<file path="src/rtl/vc_arbiter.sv">
// Pops one word per cycle from VC0/VC1 (strict priority with an anti-starvation
// override for VC1) and steers it to D0 or D1 by a routing bit in the word.
module vc_arbiter #(
  parameter int BW       = 6,
  parameter int DEST_BIT = 4,
  parameter int STARVE   = 4
) (
  input  logic          clk,
  input  logic          reset_L,
  input  logic          VC0_empty,
  input  logic [BW-1:0] VC0_data_out,
  input  logic          VC1_empty,
  input  logic [BW-1:0] VC1_data_out,
  input  logic          D0_almost_full,
  input  logic          D1_almost_full,
  output logic          VC0_rd,
  output logic          VC1_rd,
  output logic          D0_push,
  output logic [BW-1:0] D0_data_in,
  output logic          D1_push,
  output logic [BW-1:0] D1_data_in,
  output logic          arb_idle
);

  localparam logic [3:0] STARVE_LIM = 4'(STARVE);

  logic          run_q;
  logic [3:0]    starve_q, starve_d;
  logic          s1_vld_q, s1_vld_d;
  logic          s1_vc_q, s1_vc_d;
  logic          d0_push_q, d0_push_d;
  logic          d1_push_q, d1_push_d;
  logic [BW-1:0] d0_data_q, d0_data_d;
  logic [BW-1:0] d1_data_q, d1_data_d;
  logic          go;
  logic          gnt0, gnt1;
  logic [BW-1:0] word;

  // Both destinations need room since the route is only known after the pop.
  always_comb begin
    go   = !D0_almost_full && !D1_almost_full;
    gnt0 = 1'b0;
    gnt1 = 1'b0;
    if (run_q && go) begin
      if (starve_q == STARVE_LIM && !VC1_empty) gnt1 = 1'b1;
      else if (!VC0_empty)                      gnt0 = 1'b1;
      else if (!VC1_empty)                      gnt1 = 1'b1;
    end
  end

  always_comb begin
    starve_d = starve_q;
    if (VC1_empty || gnt1)
      starve_d = 4'd0;
    else if (gnt0 && starve_q != STARVE_LIM)
      starve_d = starve_q + 4'd1;
  end

  always_comb begin
    s1_vld_d  = gnt0 || gnt1;
    s1_vc_d   = gnt1;
    word      = s1_vc_q ? VC1_data_out : VC0_data_out;
    d0_push_d = 1'b0;
    d1_push_d = 1'b0;
    d0_data_d = d0_data_q;
    d1_data_d = d1_data_q;
    if (s1_vld_q) begin
      if (word[DEST_BIT]) begin
        d1_push_d = 1'b1;
        d1_data_d = word;
      end else begin
        d0_push_d = 1'b1;
        d0_data_d = word;
      end
    end
  end

  // run_q holds off grants until the first edge after reset release.
  always_ff @(posedge clk or negedge reset_L) begin
    if (!reset_L) begin
      run_q     <= 1'b0;
      starve_q  <= 4'd0;
      s1_vld_q  <= 1'b0;
      s1_vc_q   <= 1'b0;
      d0_push_q <= 1'b0;
      d1_push_q <= 1'b0;
      d0_data_q <= '0;
      d1_data_q <= '0;
    end else begin
      run_q     <= 1'b1;
      starve_q  <= starve_d;
      s1_vld_q  <= s1_vld_d;
      s1_vc_q   <= s1_vc_d;
      d0_push_q <= d0_push_d;
      d1_push_q <= d1_push_d;
      d0_data_q <= d0_data_d;
      d1_data_q <= d1_data_d;
    end
  end

  assign VC0_rd     = gnt0;
  assign VC1_rd     = gnt1;
  assign D0_push    = d0_push_q;
  assign D1_push    = d1_push_q;
  assign D0_data_in = d0_data_q;
  assign D1_data_in = d1_data_q;
  assign arb_idle   = run_q && !gnt0 && !gnt1 && !s1_vld_q && !d0_push_q && !d1_push_q;

endmodule

</file>
<file path="config.mk">
export PLATFORM = sky130hd
export DESIGN_NAME = vc_arbiter
export DESIGN_NICKNAME = d
export VERILOG_FILES = /design/src/rtl/vc_arbiter.sv
export SDC_FILE = /design/constraint.sdc
export NUM_CORES = 1
export LEC_CHECK = 0
export CORE_MARGIN = 4
export CORE_UTILIZATION = 43
export CTS_CLUSTER_DIAMETER = 50
export CTS_CLUSTER_SIZE = 12
export DETAILED_ROUTE_END_ITERATION = 8
export HOLD_SLACK_MARGIN = 0.1
export PLACE_DENSITY = 0.75
export SLEW_MARGIN = 20
export SYNTH_ARGS = -nofsm -noshare
export SYNTH_HDL_FRONTEND = slang
export SYNTH_SLANG_ARGS = --single-unit
</file>
<file path="constraint.sdc">
create_clock -name clk -period 1.8 [get_ports clk]
set_clock_uncertainty 0.1 [all_clocks]
set_input_delay 0.18 -clock clk [delete_from_list [all_inputs] [get_ports clk]]
set_output_delay 0.18 -clock clk [all_outputs]
set_load 0.05 [all_outputs]
</file>
-- Yosys cells after proc, flatten, opt, wreduce, memory -nomap -nowiden
Cells that the tools add are included.
- $add $sub $neg: 1
- equality and inequality tests: 2
- muxes and demuxes: 14
- bitwise gates (word level): 1
- reductions and logical operators: 22
- operators with widths (kind ; count):
    1-bit 2-to-1 mux ; 11
    1-bit logical AND ; 9
    1-bit logical NOT ; 8
    4-bit 2-to-1 mux ; 2
    6-bit 2-to-1 mux ; 1
    4-bit by 1-bit adder with 4-bit output (second input constant) ; 1
    4-bit by 3-bit equality test with 1-bit output (second input constant) ; 1
    4-bit by 3-bit inequality test with 1-bit output (second input constant) ; 1
    2-bit AND reduction ; 2
    1-bit logical OR ; 2
    2-bit nonzero test ; 1
    1-bit inverter ; 1
- bits in registers: 20
- input port bits: 18
- output and inout port bits: 17
- logic and storage cells: 48

-- Depth between registers and ports, before layout
- depth in word-level cells: 10
- depth in mapped cells: 5
- mapped depth without buffers: 5

-- Least setup slack after synthesis
No wires, ideal clock.
- path type: register -> output
- start point: reg d1_push_q (netlist: D1_push)
- end point: out arb_idle
- arrival time: 2.277 ns
- data required time: 1.520 ns
- path slack: -0.757 ns
- cell stages (with the launch flop): 3
- buffers on the path: 0
- cells stage by stage: dfrtp_1 or2b_1 nor4_1
- longest elaborated chain between the ends: 2
- RTL lines (what ; line ; source):
    from (decl) ; 32 ; logic d1_push_q, d1_push_d;
    from (signal assigned) ; 95 ; d1_push_q <= d1_push_d;
    1-bit logical NOT ; 107 ; assign arb_idle = run_q && !gnt0 && !gnt1 && !s1_vld_q && !d0_push_q && !d1_push_q;
    1-bit logical AND ; 107 ;
    to (decl) ; 22 ; output logic arb_idle
Every way passes these cells.

-- Worst setup path after layout
- start point: reg starve_q[1]
- end point: out VC1_rd
- longest elaborated chain between the ends: 4
- RTL lines (what ; line ; source):
    from (decl) ; 28 ; logic [3:0] starve_q, starve_d;
    from (signal assigned) ; 91 ; starve_q <= starve_d;
    4-bit by 3-bit equality test with 1-bit output ; 45 ; if (starve_q == STARVE_LIM && !VC1_empty) gnt1 = 1'b1;
    1-bit logical AND ; 45 ;
    1-bit 2-to-1 mux ; 45 ;
    1-bit 2-to-1 mux ; 44 ; if (run_q && go) begin
    to (decl) ; 17 ; output logic VC1_rd,
Every way passes these cells.

==> metrics.csv <==
metric;value;unit
grt_busiest_layer;met2;
power_frac_seq;40.9;%
synth_seq_cells;20;
critPathCaptureType;primary output;
report.power.total;1.33;mW
dieArea;3020;µm²
clock_tree.htree_level_count;1;
finalHoldViolations;0;
avgRoutedWirePerCell;15.3;µm
clkPwrFrac;19.6;%
worst_setup_hold_path_clk_slew;0.11;ns
setup_ws;-0.104;ns
internal_power;0.842;mW
postSynthAreaPerCell;12.0;µm²
tritoncts;done;
power.share.switching;36.5;%
synth.net_count;99;
grt-ovfl-total;0;
adder_cell_fraction_of_synth_area;2.64;%
firstDrtPassIters;4;
final_common_cell;sky130_fd_sc_hd__clkdlybuf4s50_1;
die_y;55.0;µm
cp.arrival;1.62;ns
initial_antenna_violation_count;0;
netlist_instances;79;
final_min_period_over_clock_period;106;%
yosys_warnings;0;
hold_crit_path_type;input port to asynchronous set/reset pin;
cap_violations;0;
diodes;0;
status;finished with violations;
grt_max_degree;21;
power.combinational.fraction;39.5;%
yosys.cell_types.count;28;
vdd.ir_drop.worst;812;µV
r2r_start;run_q;
netlist_area;948;µm²
post_synth_mux_area_share;18.9;%
setup.worst_path.class;flop to primary output;
clockBufferDepth;2;
fmax;525;MHz
hpwlAfterDp;1.65;mm
post_dp_cell_area;1370;µm²
clock_sinks;20;
most-common-layout-cells;sky130_fd_sc_hd__clkdlybuf4s50_1 (27), sky130_fd_sc_hd__dfrtp_1 (19), sky130_fd_sc_hd__mux2_2 (15), sky130_fd_sc_hd__buf_4 (15);
area_growth_syn_to_layout;60.2;%
timing_worst_slew_pin_value;0.512;ns
startpoint;starve_q[1];
gp_congestion;0.868;
cp_max_fo;5;
drt_wl_total;2.35;mm
p_leak;0.681;nW
worst-r2r-cell-count;4;
vias;780;
synth_top_family_by_area;multiplexers;
coreArea;2020;µm²
yosys.area_share.simple;14.4;%
holdBufCountCts;0;
grt_usage;17.2;%
cp-endpoint;VC1_rd;
failed_checks;negative setup slack;
num_rows;16;
fin_crit;1.90;ns
ctsRootBufferMaster;sky130_fd_sc_hd__clkbuf_4;
port_buffers;33;
setup_tns;-0.162;ns
synth_xor_xnor_area_share;0;%
cts_buffers;3;
ys_seq_area_share;52.8;%
total_instance_count_after_detailed_placement;141;
floorplan.io_pins;35;
grt_first_pass_wirelength;3.55;mm
grt.met2_usage;29.3;%
ratio_of_cells_with_drive_above_1_in_the_final_layout;39.4;%
crit_required;1.52;ns
worst_setup_sp_type;flop;
vias_in_the_first_global_route;775;
vias_per_cell;5.06;
rsz0062_at_grt;true;
die_w;55.0;µm
number_of_pins_with_negative_max_slew_slack_in_the_final_report;0;
fin_area;1520;µm²
slew_headroom;65.8;%
remaining_routing_drc_violations;0;
drt_iter0_drc;11;
finish.cell_count_without_fillers;154;
initial_core_util;46.9;%
grt_met1_use;20.0;%
insertion_delay;0.30;ns
final-setup-viol-count;3;
synth-compound-area-share;4.88;%
net-switching-power;0.484;mW
postRouteAntennaNets;0;
r2r-end;starve_q[1];
pwr_density_cell;873;nW/µm²
fin_nets;148;
global_route.usage.met3;3.22;%
worst_reg_to_reg_setup_slack;0.05;ns
## kinds of logic (layout without fill, tap and decap cells)
kind of cell    after synthesis  count (layout)
compound gates                7               7
fa+ha+maj                     2               2
buf+inv                      11              59
flops                        20              20
mux                          16              16
other cells                   2               2
simple gates                 21              21
## critical path: stages, from the launching register on
cell and delay (ns):
sky130_fd_sc_hd__dfrtp_2 0.45, sky130_fd_sc_hd__inv_2 0.07, sky130_fd_sc_hd__ha_4 0.12, sky130_fd_sc_hd__nand3b_1 0.18, sky130_fd_sc_hd__a211oi_4 0.33, sky130_fd_sc_hd__buf_12 0.18
## registers in the layout (all words and copies together), names as in the netlist
name        cells
D0_data_in      5
D0_push         1
D1_data_in      6
D1_push         1
run_q           1
s1_vc_q         1
s1_vld_q        1
starve_q        4
## power groups by stage
stage	clock [mW]	combinational [mW]	sequential (mW)
floorplan	0	0.100	0.767
global placement	0	0.509	0.550
detailed placement	0	0.515	0.552
CTS	0.267	0.523	0.543
global route	0.285	0.549	0.550
finish	0.260	0.524	0.542
## worst min path at each step
stage / startpoint / to / slack [ns] / cells after the start
CTS: reset_L / D1_data_in[4] / 0.13 / 2
global placement: D1_data_in[4] / D1_data_in[4] / 0.35 / 1
global route: reset_L / D1_data_in[4] / 0.13 / 2
detailed placement: D1_data_in[4] / D1_data_in[4] / 0.35 / 1
floorplan: reset_L / D0_data_in[0] / -0.22 / 0
finish: reset_L / D1_data_in[4] / 0.13 / 2
## area by class of cell
cell class	instances	area [µm²]
repair buffers	49	480
flip-flops and latches	20	502
clock buffers	4	36.3
inverters	6	22.5
fillers	137	503
well taps	27	33.8
multi-input cells	48	444
## routing by layer
metal  vias to the layer above  routed length (µm)
li1                        367                   -
met1                       389                 909
met2                        20                1270
met3                         4                 116
met4                         0                  50
met5                         -                   0
## cell usage after synthesis (all sizes together)
cell type  count  share of area [%]
buf            3                2.5
mux2          15                 18
a31oi          1               0.66
nor2           2               0.79
nand2          4                1.6
and3b          1                1.1
nand4b         2                1.8
nand3          2                1.1
nor3b          1               0.79
a311o          1                1.1
or4b           2                2.1
inv            6                2.4
a211oi         1               0.79
nand2b         2                1.3
ha             2                2.6
nand3b         1               0.79
dfrtp         20                 53
nor4           1               0.66
o21a           1               0.79
or3b           1               0.92
conb           2               0.79
and3           1               0.66
a21oi          3                1.6
or2b           1               0.79
clkbuf         2               0.79
mux2i          1                1.1
## stage by stage
stage	utilization [%]	hold WS (ns)	setup slack [ns]
2_1_floorplan	-	-0.216	0.123
5_1_grt	75.1	0.129	-0.175
3_3_place_gp	67.9	0.349	-0.133
6_report	75.1	0.126	-0.104
4_1_cts	72.6	0.128	-0.0871
3_5_place_dp	67.9	0.351	-0.179
## timing repair
item	in CTS	in global routing
pin swaps	2	4
setup buffers	5	4
endpoints found under the setup margin	3	5
resized for setup	7	6
No activity file was read; power rests on OpenSTA's default activity.
